File: src/rtl/credit_dispenser.sv
// Credit dispenser: a saturating credit balance fed by loads and drained by
// withdrawal requests, each answered by a one-deep grant with a shortfall flag.
module credit_dispenser #(
  parameter int BAL_W = 16,
  parameter int AMT_W = 8   // must not exceed BAL_W
) (
  input  logic             clk,
  input  logic             rst,
  input  logic             load_valid,
  input  logic [BAL_W-1:0] load_value,
  output logic             load_ready,
  input  logic             req_valid,
  input  logic [AMT_W-1:0] req_amt,
  output logic             req_ready,
  output logic             grant_valid,
  output logic [AMT_W-1:0] grant_amt,
  output logic             grant_short,
  input  logic             grant_ready,
  output logic [BAL_W-1:0] balance,
  output logic [7:0]       short_cnt
);

  typedef enum logic [1:0] {IDLE, ACTIVE, GRANT} state_t;

  state_t           state_q, state_d;
  logic [BAL_W-1:0] balance_d;
  logic             grant_valid_d, grant_short_d;
  logic [AMT_W-1:0] grant_amt_d;
  logic [7:0]       short_cnt_d;

  logic             load_acc, req_acc, gnt_acc, is_short;
  logic [BAL_W-1:0] req_ext, g, load_add;

  function automatic logic [BAL_W-1:0] sat_add(input logic [BAL_W-1:0] a,
                                               input logic [BAL_W-1:0] b);
    logic [BAL_W:0] s;
    s = {1'b0, a} + {1'b0, b};
    return s[BAL_W] ? {BAL_W{1'b1}} : s[BAL_W-1:0];
  endfunction

  // Handshake readiness comes from state alone, never from inputs.
  assign load_ready = (state_q != GRANT);
  assign req_ready  = (state_q == ACTIVE);

  assign load_acc = load_valid && load_ready;
  assign req_acc  = req_valid && req_ready;
  assign gnt_acc  = grant_valid && grant_ready;

  // g <= balance by construction, so balance - g never wraps, and g <= req_amt
  // so it always fits in AMT_W bits.
  assign req_ext  = BAL_W'(req_amt);
  assign is_short = req_ext > balance;
  assign g        = is_short ? balance : req_ext;
  assign load_add = load_acc ? load_value : '0;

  always_comb begin
    state_d       = state_q;
    balance_d     = balance;
    grant_valid_d = grant_valid;
    grant_amt_d   = grant_amt;
    grant_short_d = grant_short;
    short_cnt_d   = short_cnt;
    case (state_q)
      IDLE: begin
        if (load_acc) begin
          balance_d = sat_add(balance, load_value);
          if (load_value != '0) state_d = ACTIVE;
        end
      end
      ACTIVE: begin
        if (req_acc) begin
          // Grant sized from the pre-edge balance; a same-edge load lands after.
          balance_d     = sat_add(balance - g, load_add);
          grant_valid_d = 1'b1;
          grant_amt_d   = g[AMT_W-1:0];
          grant_short_d = is_short;
          if (is_short && short_cnt != 8'hFF) short_cnt_d = short_cnt + 8'd1;
          state_d       = GRANT;
        end else if (load_acc) begin
          balance_d = sat_add(balance, load_value);
        end
      end
      GRANT: begin
        if (gnt_acc) begin
          grant_valid_d = 1'b0;
          state_d       = (balance == '0) ? IDLE : ACTIVE;
        end
      end
      default: state_d = IDLE;
    endcase
  end

  always_ff @(posedge clk or negedge rst) begin
    if (!rst) begin
      state_q     <= IDLE;
      balance     <= '0;
      grant_valid <= 1'b0;
      grant_amt   <= '0;
      grant_short <= 1'b0;
      short_cnt   <= 8'h00;
    end else begin
      state_q     <= state_d;
      balance     <= balance_d;
      grant_valid <= grant_valid_d;
      grant_amt   <= grant_amt_d;
      grant_short <= grant_short_d;
      short_cnt   <= short_cnt_d;
    end
  end

endmodule

File: config.mk
export PLATFORM = sky130hd
export DESIGN_NAME = credit_dispenser
export DESIGN_NICKNAME = d
export VERILOG_FILES = /design/src/rtl/credit_dispenser.sv
export SDC_FILE = /design/constraint.sdc
export NUM_CORES = 1
export LEC_CHECK = 0
export BUFFER_PORTS_ARGS = -buffer_cell sky130_fd_sc_hd__buf_4
export CAP_MARGIN = 10
export CORE_ASPECT_RATIO = 1.1
export CORE_MARGIN = 1.5
export CORE_UTILIZATION = 35
export CTS_CLUSTER_DIAMETER = 80
export DETAILED_ROUTE_END_ITERATION = 6
export MAX_ROUTING_LAYER = met4
export PLACE_DENSITY = 0.52
export RECOVER_POWER = 50
export SYNTH_ARGS = -nofsm -noshare
export SYNTH_HDL_FRONTEND = slang
export SYNTH_SLANG_ARGS = --single-unit
File: constraint.sdc
create_clock -name clk -period 6.2 [get_ports clk]
set_input_delay 0.93 -clock clk [delete_from_list [all_inputs] [get_ports clk]]
set_output_delay 0.93 -clock clk [all_outputs]
set_load 0.03 [all_outputs]
## Yosys cells after proc, flatten, opt, wreduce, memory -nomap -nowiden

Cells that the tools add are included.

| cells by class | value |
|---|---|
| equality and inequality tests | 8 |
| order comparisons | 1 |
| multiplexer cells | 16 |
| $add $sub $neg | 4 |
| reduce and logical (&&, ||, !) cells | 13 |

Operators by type and width:

| operator | number |
|---|---|
| 16-bit 2-to-1 mux | 6 |
| 16-bit by 16-bit adder with 17-bit output | 2 |
| 16-bit case mux with 2 select lines | 1 |
| 8-bit by 16-bit > comparator with 1-bit output | 1 |
| 16-bit logical NOT | 1 |
| 16-bit nonzero test | 1 |
| 16-bit subtractor | 1 |
| 8-bit by 1-bit adder with 8-bit output, second input constant | 1 |
| 2-bit 2-to-1 mux | 4 |
| 2-bit != test, second input constant | 4 |
| 8-bit != test, second input constant | 1 |
| 2-bit case mux with 3 select lines | 1 |
| 3-bit AND reduction | 2 |
| 1-bit logical AND | 4 |
| 4-bit AND reduction | 1 |
| 2-bit nonzero test | 2 |
| 1-bit 2-to-1 mux | 3 |
| 2-bit by 1-bit == test with 1-bit output, second input constant | 1 |
| 2-bit == test, second input constant | 1 |
| 2-bit logical NOT | 1 |
| 2-bit by 1-bit != test with 1-bit output, second input constant | 1 |
| 1-bit case mux with 2 select lines | 1 |
| 2-bit AND reduction | 1 |

| word-level totals | value |
|---|---|
| logic and storage cells | 48 |
| input bits | 29 |
| flip-flop bits (word level) | 36 |

## Logic depth before layout (Yosys ltp)

Gate-level depths: netlist of run 1.

| depth | value |
|---|---|
| depth in word-level cells | 7 |
| mapped depth | 31 |
| depth with buffers taken out | 28 |

## Worst setup path before layout of run 1

No wires, ideal clock.

| path | value |
|---|---|
| kind | reg-to-reg |
| from | register balance[5] |
| to | register balance[9] |
| clock period less this slack | 6.018 ns |
| setup slack | 0.182 ns |
| data arrival time | 5.885 ns |
| setup time | 0.134 ns |
| cell stages (with the launch flop) | 30 |
| buffers on the path | 4 |
| cells stage by stage | dfrtp_1 clkbuf_1 inv_1 ha_1 a211oi_2 o21bai_1 o21ai_1 buf_2 clkbuf_1 a21oi_1 ha_1 a21oi_1 o21ai_1 a21boi_0 o31ai_4 a221oi_2 a31o_1 or4_1 nand3_1 ha_1 a21oi_1 a21oi_1 a211o_1 a21oi_1 a21oi_1 nand3_1 nand2_1 buf_2 o22ai_1 a21oi_1 |

| between the ends | value |
|---|---|
| cells in the longest elaborated chain, start to end | 7 |
| elaborated cells between the ends (all ways) | 10 |

RTL lines:

| what | line | source |
|---|---|---|
| start, declared | 19 | `output logic [BAL_W-1:0] balance,` |
| start signal, assigned | 103 | `balance <= balance_d;` |
| 8-bit by 16-bit > comparator with 1-bit output | 52 | `assign is_short = req_ext > balance;` |
| 16-bit 2-to-1 mux | 53 | `assign g = is_short ? balance : req_ext;` |
| 16-bit subtractor | 73 | `balance_d = sat_add(balance - g, load_add);` |
| 16-bit by 16-bit adder with 17-bit output | 37 | `s = {1'b0, a} + {1'b0, b};` |
| 16-bit 2-to-1 mux | 38 | `return s[BAL_W] ? {BAL_W{1'b1}} : s[BAL_W-1:0];` |
| 16-bit 2-to-1 mux | 71 | `if (req_acc) begin` |
| 16-bit case mux with 2 select lines (*) | 63 | `case (state_q)` |

Mark *: on every way between the ends. The rest lies on a longest branch, timed or not.
A chain may end at the register's enable or synchronous reset.

## Worst setup path in the final report of run 1

| path | value |
|---|---|
| from | input port req_amt[1] |
| to | register balance[12] |

| between the ends | value |
|---|---|
| cells in the longest elaborated chain, start to end | 7 |

RTL lines:

| what | line | source |
|---|---|---|
| start, declared | 13 | `input logic [AMT_W-1:0] req_amt,` |
| 8-bit by 16-bit > comparator with 1-bit output | 52 |  |
| 16-bit 2-to-1 mux (*) | 53 |  |
| 16-bit subtractor (*) | 73 |  |
| 16-bit by 16-bit adder with 17-bit output (*) | 37 |  |
| 16-bit 2-to-1 mux (*) | 38 |  |
| 16-bit 2-to-1 mux (*) | 71 |  |
| 16-bit case mux with 2 select lines (*) | 63 |  |

Marked as above.

==> metrics, run 1 <==
fillers=1186; hold_buf cts=0; Finished Layout Cells=746; CP required=6.38 ns; Crit path top cell by count=a21oi_1; initial drt markers=198; CTS Buffer Depth=2; final clock period utilization by the worst path=0.946; WS Path Type=input port to register; Async S/R FF share, synth=1.00; CP arrival=6.05 ns; Core Area=11400 sq um; die footprint=12400 sq um; PnR Total Power=2.42 mW; number of synthesized flops with an enable pin=0; worst slack at placement=-0.132 ns; worst slew pin tran=2.09 ns; CTS tree=yes; Cells after DPL=738; first-pass GRT wire length=19.8 mm; clock sinks=36; final net count=678; gp weighted congestion=0.873; DR DRC count=0; Seq pwr share=0.164; fmax=0.171 GHz; Worst Slack Setup Final=0.336 ns; dpl hpwl=9.65 mm; Combinational Power Share=0.724; row count=41; I/O pin total=65; worst vdd ir=0.000180 V; Die Span Y=117 um; NetSw=1.24 mW; final instance area=4930 sq um; number of failing hold endpoints at the final stage=0; mean post-synth cell area=7.83 sq um; root buf cell=clkbuf_16; DIE WIDTH=106 um; final setup fails=0; Max transition margin=-0.392; Cell Area, Placed=4830 sq um; Post-Synthesis Cells=525; Synth Area in Simple Gates=0.235; vias in the first global route=3898; violated checks=max-capacitance violations, max-slew violations; TritonCTS Buffers=5; synthesis-to-layout area growth=19.9%; Worst Setup End Kind=register; crit path launch type=input port; slowest stage cell, crit path=or4_1; share of the synthesized area in the top cell type=0.219; CP max stage delay=0.40 ns; flop2flop setup slack=0.53 ns; GRT overflow=0; # resized after CTS=0; Worst-path clk slew=0.06 ns; post-synthesis mux area share=0.0128; H-Tree Depth=2; Seq/Total Area, Yosys=0.219; Synth Area in XOR/XNOR=0.0916; status=complete, but fails checks; layout cells sized above 1=0.153; leakage=2.19 nW; top post-synthesis cells by area=dfrtp_1 22%, ha_1 16%, a21oi_1 6.5%, xnor2_1 5.3%, nand2_1 5.1%; Antenna diodes=0; Clock Latency Late Sink=0.29 ns; WL per Instance=16.2 um; largest family of logic cells by synthesized area=simple AND/OR/NAND/NOR gates; DR pass1 iterations=4; pin count of the biggest net entering global routing=37; Post-Synth Adder-Cell Area=0.170; total track usage=0.208; Net Sw Frac=0.512; synth unique cells=58; Starting Density=0.359; DR vias/cell=5.37; Mapped Nets=608; Worst Clk Skew=0.00720 ns; Max-cap violations=1; Seq cells post-synth=36; WL final=12.1 mm; initial antenna violation count=0; clock share of power=0.111; Final Slew Violations=37; final core utilization=0.431; min-delay worst type=register to register; Internal Pwr Total=1.18 mW; mapped cell area=4110 sq um; Primary FF master, synth=dfrtp_1; IO buf count=64; DR vias=4009; crit-path max FO=13; Post-CTS Setup Inserts=0; Yosys top cell by area=dfrtp_1; Syn. warnings=0; Post-DRT Antenna Nets=0; Power Dens Cells=490 nW/um^2; Synth Area in Compound Gates=0.231; post-layout min period=5.86 ns
cell usage in the layout, fill, tap and decap left out, types with 7 or more instances in the layout:
cell type / instances
nor2_1: 44
buf_4: 63
clkbuf_1: 17
nor4_1: 10
inv_1: 26
and2_1: 19
nand2_1: 55
nor3_1: 9
a21oi_1: 52
nor2b_1: 7
nand3_1: 20
ha_1: 51
xor2_1: 18
nand4_1: 10
dfrtp_1: 36
o21ai_0: 24
xnor2_1: 25
o22ai_1: 16
flip-flops by register name, summed over array words and instances (netlist names):
| signal | count |
|---|---|
| grant_amt | 8 |
| short_cnt | 8 |
| state_q | 2 |
| grant_short | 1 |
| balance | 16 |
| grant_valid | 1 |
synthesized netlist by cell type, types with 4 or more instances:
cell type / count
a21o_1: 4
nor4_1: 10
nor2_1: 44
xor2_1: 18
o22ai_1: 16
and2_1: 19
ha_1: 51
a21oi_1: 53
o21ai_0: 24
xnor2_1: 25
inv_1: 26
nand3_1: 20
o211ai_1: 4
or4_1: 4
o21a_1: 6
clkbuf_1: 12
nor3_1: 9
a211oi_1: 4
dfrtp_1: 36
o21ai_1: 5
nand2_1: 56
nor2b_1: 7
nand4_1: 10
buf_2: 4
nand2b_1: 6
worst paths after layout:
path | from | end | depth (start not counted)
worst max-delay path | req_amt[1] | balance[12] | 28
worst min-delay path | grant_amt[6] | grant_amt[6] | 2
worst max register to register | balance[1] | balance[12] | 28
worst min register to register | grant_amt[6] | grant_amt[6] | 2
max in group asynchronous | rst | grant_short | 1
min in group asynchronous | rst | grant_amt[0] | 1
per-stage QoR:
step | setup TNS (ns) | hold slack (ns)
floorplan | 0 | 0.501
global placement | 0 | 0.466
detailed placement | -1.12 | 0.473
CTS | 0 | 0.486
global route | -0.108 | 0.518
finish | 0 | 0.475
critical path, delay by kind of cell:
| family | cells | cell delay, ns |
|---|---|---|
| and+or+nand+nor | 6 | 0.99 |
| buffers and inverters | 2 | 0.32 |
| adders and majority gates | 3 | 0.92 |
| AOI/OAI and AO/OA | 17 | 2.88 |
power groups by stage:
stage	registers (mW)	clock network (mW)	logic, mW
after floorplan	0.526	0	1.14
after global placement	0.399	0	1.75
after detailed placement	0.402	0	1.75
after CTS	0.398	0.275	1.76
after global routing	0.407	0.284	1.94
final	0.397	0.269	1.75
routing by layer:
metal / global-route usage / routed length [um] / vias up
li1: - / - / 2040
met1: 0.272 / 5860 / 1871
met2: 0.341 / 5680 / 90
met3: 0.0262 / 422 / 8
met4: 0.0559 / 147 / 0
met5: - / 0 / -
cells by family (layout without fill, tap and decap cells):
kind of cell | Yosys count | in the layout
simple gates | 197 | 197
compound gates | 147 | 147
fa+ha+maj | 54 | 54
xor+xnor | 43 | 43
buf+inv | 43 | 114
flops | 36 | 36
mux | 5 | 5
cell type report:
| class | instances | area (sq um) | area share |
|---|---|---|---|
| multi-input cells | 446 | 3060 | 0.620 |
| well taps | 150 | 188 | 0.0381 |
| inverters | 26 | 97.6 | 0.0198 |
| clock buffers | 6 | 139 | 0.0282 |
| flip-flops and latches | 36 | 901 | 0.183 |
| repair buffers | 80 | 537 | 0.109 |
| clock inverters | 2 | 13.8 | 0.00279 |
(Power assumes the default switching activity.)
==> inputs of run 2 (changes only) <==
CELL_PAD_IN_SITES_DETAIL_PLACEMENT = 1   (was default)
CELL_PAD_IN_SITES_GLOBAL_PLACEMENT = 1   (was default)
PLACE_DENSITY = 0.67   (was 0.52)
==> run 2 against run 1 <==
  * The flow still finishes with violations (max-capacitance violations, max-slew violations)
  * Combinational power is 3% higher
  * Global-route usage is 2.6 points higher
  * Die area did not move
  * Largest cell class unchanged
  * Final cell count unchanged
  * Power rose by 3.3%
  * Register-to-register slack improved by 0.12 ns
  * Final area rose by 0.30%
  * Utilization increased by 0.13 points
==> metrics, run 2 (same netlist as run 1, synthesis figures left out) <==
Worst Setup End Kind=register; die footprint=12400 sq um; dpl hpwl=11.0 mm; initial antenna violation count=0; Starting Density=0.359; Reg2Reg Depth=28; CTS tree=yes; first-pass GRT wire length=22.0 mm; post-layout min period=5.79 ns; number of failing hold endpoints at the final stage=0; Antenna diodes=0; initial drt markers=133; violated checks=max-capacitance violations, max-slew violations; pin count of the biggest net entering global routing=37; CP arrival=5.96 ns; max reg flops=16; DR vias/cell=5.52; WL final=13.6 mm; DR DRC count=0; synthesis-to-layout area growth=20.3%; flop2flop setup slack=0.65 ns; Final Hold Slack=0.481 ns; row count=41; PnR Total Power=2.50 mW; Critical Path Start=req_amt[5]; H-Tree Depth=2; Fin Setup TNS=0 ns; GRT overflow=0; DIE WIDTH=106 um; root buf cell=clkbuf_16; fmax=0.173 GHz; Reg2Reg Capture Point=balance[12]; min-delay worst type=register to register; Final Slew Violations=37; Power Dens Cells=505 nW/um^2; hold_buf cts=0; RSZ-0062 raised after global routing=false; vias in the first global route=4314; Largest Register=balance; crit-path max FO=13; Worst-path clk slew=0.06 ns; startpoint of the worst hold path=grant_short; crit path launch type=input port; final setup fails=0; CP required=6.38 ns; Clock Latency Late Sink=0.29 ns; Worst Clk Skew=0.00842 ns; worst slew pin tran=2.16 ns; DR pass1 iterations=4; layout cells sized above 1=0.153; TritonCTS Buffers=5; top flop regs=balance (16), grant_amt (8), short_cnt (8); leakage=2.19 nW; Crit Reg-Reg Startpoint=balance[1]; I/O pin total=65; gp weighted congestion=0.896; Post-DRT Antenna Nets=0; Core Area=11400 sq um; Max-cap violations=1; WL per Instance=18.3 um; worst vdd ir=0.000133 V; Die Span Y=117 um; DR vias=4120; clock sinks=36; Max transition margin=-0.438; hold path cells=2; most frequent cells in the layout=62 x buf_4, 55 x nand2_1, 51 x a21oi_1, 51 x ha_1, 44 x nor2_1; final net count=678; final clock period utilization by the worst path=0.933; WS Path Type=input port to register; total track usage=0.235; final core utilization=0.432; IO buf count=64; status=complete, but fails checks; CTS Buffer Depth=2; most common cell after layout, fill and taps aside=buf_4; Setup crit end=balance[12]
## run 2: worst min path at each step
stage | endpoint | slack [ns]
4_1_cts | grant_amt[3] | 0.49
2_1_floorplan | state_q[0] | 0.50
5_1_grt | grant_amt[3] | 0.51
3_3_place_gp | grant_amt[3] | 0.46
3_5_place_dp | grant_amt[3] | 0.47
6_report | grant_short | 0.48
## run 2: power by group
| part | internal (mW) | leakage (nW) | total [mW] | switching, mW |
|---|---|---|---|---|
| clock network | 0.189 | 0.0798 | 0.302 | 0.113 |
| logic | 0.703 | 1.68 | 1.80 | 1.09 |
| registers | 0.314 | 0.425 | 0.398 | 0.0844 |
## run 2: stage by stage
step,cell area [sq um],setup WS (ns),cells
global route,4950,0.0382,746
global placement,4830,0.0156,738
finish,4950,0.414,746
CTS,5000,0.127,746
floorplan,4110,0.182,525
detailed placement,4830,-0.172,738
## run 2: area by class of cell
| type | count | area (sq um) |
|---|---|---|
| fillers | 1439 | 6490 |
| repair buffers | 80 | 533 |
| well taps | 150 | 188 |
| multi-input cells | 446 | 3060 |
| clock inverters | 3 | 42.5 |
| clock buffers | 5 | 125 |
| inverters | 26 | 97.6 |
| flip-flops and latches | 36 | 901 |
## run 2: critical path: stages
cell and delay, ns:
buf_4 0.13, ha_1 0.32, a211oi_2 0.18, o21bai_1 0.16
o21ai_1 0.20, buf_4 0.21, nor2_1 0.06, a21oi_1 0.17
ha_1 0.32, a21oi_1 0.15, o21ai_1 0.09, a21boi_0 0.17
o31ai_4 0.29, a221oi_2 0.09, a31o_1 0.24, or4_1 0.40
nand3_1 0.12, ha_1 0.30, a21oi_1 0.21, a21oi_1 0.09
a211o_1 0.23, a21oi_2 0.16, a21oi_2 0.10, nand3_1 0.15
nand3_1 0.12, a21o_1 0.19, a22o_1 0.17
## run 2: routing by layer
layer	GRT usage	up-vias	share of wire
met5	-	-	0
met4	0.0568	0	0.014
met3	0.0240	11	0.034
met2	0.410	74	0.50
met1	0.292	1998	0.46
li1	-	2037	-
## run 2: what timing repair did
item                                    4_1_cts  5_1_grt
setup buffers                                 0        0
endpoints found under the setup margin        0       16
gates resized for setup                       0        4
==> inputs of run 3 (changes only) <==
PLACE_DENSITY = 0.65   (was 0.67)
clock period = 5.9 ns   (was 6.2 ns; I/O delays follow)
==> run 3 against run 2 <==
  * Routed wire length shrank 1.8%
  * Sequential share of layout area decreased by 0.51 points
  * Sequential cell count unchanged
  * Global-route usage shrank 0.27 points
  * Clock power is 11% lower
  * Clock skew fell by 0.0012 ns
  * The run still ends with max-capacitance violations, max-slew violations left
  * Largest cell class unchanged
  * Final area rose by 2.9%
  * Setup slack got worse by 0.12 ns
  * Via count up 2.0%
  * Die area is the same
  * Utilization up 1.2 points
==> metrics, run 3 (same netlist as run 1, synthesis figures left out) <==
NetSw=1.36 mW; Clock Latency Late Sink=0.29 ns; total track usage=0.232; initial drt markers=212; Post-DRT Antenna Nets=0; die footprint=12400 sq um; most common cell after layout, fill and taps aside=buf_4; DR DRC count=0; Hold EP=grant_amt[7]; CP arrival=5.76 ns; Internal Pwr Total=1.30 mW; startpoint of the worst hold path=grant_amt[7]; pin count of the biggest net entering global routing=37; violated checks=max-capacitance violations, max-slew violations; fillers=1442; WS Path Type=input port to register; TritonCTS Buffers=5; Max-cap violations=1; worst vdd ir=0.000209 V; I/O pin total=65; Die Span Y=117 um; final clock period utilization by the worst path=0.950; Worst-path clk slew=0.06 ns; DR vias/cell=5.50; status=complete, but fails checks; min-delay worst type=register to register; IO buf count=64; final core utilization=0.445; Antenna diodes=0; fmax=0.178 GHz; CTS tree=yes; slowest stage cell, crit path=fa_1; clock sinks=36; clock share of power=0.102; crit path launch type=input port; first-pass GRT wire length=22.1 mm; max reg flops=16; number of failing hold endpoints at the final stage=0; Reg2Reg Capture Point=balance[0]; crit-path max FO=6; row count=41; Critical Path Start=req_amt[1]; Worst Clk Skew=0.00718 ns; gp weighted congestion=0.922; Largest Register=balance; final setup fails=0; vias in the first global route=4328; synthesis-to-layout area growth=23.8%; Crit Reg-Reg Startpoint=balance[1]; PnR Total Power=2.65 mW; Seq pwr share=0.155; Max transition margin=-0.445; dpl hpwl=10.8 mm; Worst Setup End Kind=register; post-layout min period=5.60 ns; Core Area=11400 sq um; Power Dens Cells=522 nW/um^2; CTS Buffer Depth=2; top flop regs=balance (16), grant_amt (8), short_cnt (8); initial antenna violation count=0; worst slew pin tran=2.17 ns; root buf cell=clkbuf_16; Final Slew Violations=37; Final Hold Slack=0.475 ns; DIE WIDTH=106 um; Starting Density=0.359; flop2flop setup slack=0.46 ns; CP required=6.05 ns; CP max stage delay=0.41 ns; WL per Instance=17.5 um; H-Tree Depth=2; Reg2Reg Depth=29; hold path cells=2; Combinational Power Share=0.743; Crit path top cell by count=a21oi_2; DR vias=4203; most frequent cells in the layout=81 x buf_4, 55 x nand2_1, 50 x ha_1; Net Sw Frac=0.512; DR pass1 iterations=4; layout cells sized above 1=0.192; GRT overflow=0; final net count=696; leakage=2.27 nW; WL final=13.4 mm
==> run 3: how the worst max path moves through the flow <==
stage | end | slack, ns | cells past startpoint
floorplan | balance[9] | 0.05 | 28
global placement | balance[11] | 0.03 | 28
detailed placement | balance[0] | -0.22 | 27
CTS | balance[0] | 0.09 | 28
global route | balance[11] | -0.06 | 28
finish | balance[0] | 0.30 | 29
==> run 3: layout make-up <==
class | count | area [sq um] | area share
Sequential cell | 36 | 901 | 0.177
Timing Repair Buffer | 98 | 672 | 0.132
Multi-Input combinational cell | 446 | 3090 | 0.607
Clock inverter | 3 | 18.8 | 0.00369
Clock buffer | 5 | 125 | 0.0246
Tap cell | 150 | 188 | 0.0369
Inverter | 26 | 97.6 | 0.0192
==> run 3: through the flow <==
| step | area (sq um) | cells | setup TNS (ns) | setup WS, ns |
|---|---|---|---|---|
| final | 5090 | 764 | 0 | 0.295 |
| after global routing | 5090 | 764 | -0.160 | -0.0589 |
| after CTS | 5090 | 761 | 0 | 0.0894 |
| after detailed placement | 4940 | 753 | -2.72 | -0.216 |
| after global placement | 4940 | 753 | 0 | 0.0264 |
| after floorplan | 4110 | 525 | 0 | 0.0454 |
==> run 3: worst max-delay path, delay by kind of cell <==
kind                       cells  cell delay [ns]
buffers and inverters          4             0.59
adders and majority gates      4             1.26
and+or+nand+nor                5             0.56
xor gates and xnor gates       1             0.17
AOI/OAI and AO/OA             15             2.28
==> run 3: layer usage <==
metal | GRT usage | vias to the layer above | wire [um]
li1 | - | 2071 | -
met2 | 0.391 | 93 | 6460
met5 | - | - | 0
met3 | 0.0201 | 11 | 541
met1 | 0.301 | 2028 | 6180
met4 | 0.0595 | 0 | 185
==> run 3: what timing repair did <==
| item | in CTS | in global routing |
|---|---|---|
| pin swaps | 0 | 3 |
| cloned | 0 | 0 |
| hold buffers | 0 | 0 |
| endpoints found under the setup margin | 3 | 16 |
| resized for setup | 1 | 10 |
| hold endpoints to repair | 0 | 0 |
| setup buffers | 0 | 3 |
==> run 3: power groups by stage <==
stage | Combinational [mW] | Clock (mW) | Sequential [mW]
6_report | 1.97 | 0.270 | 0.411
5_1_grt | 2.18 | 0.287 | 0.424
4_1_cts | 1.98 | 0.278 | 0.412
3_5_place_dp | 1.96 | 0 | 0.417
3_3_place_gp | 1.92 | 0 | 0.413
2_1_floorplan | 1.20 | 0 | 0.553
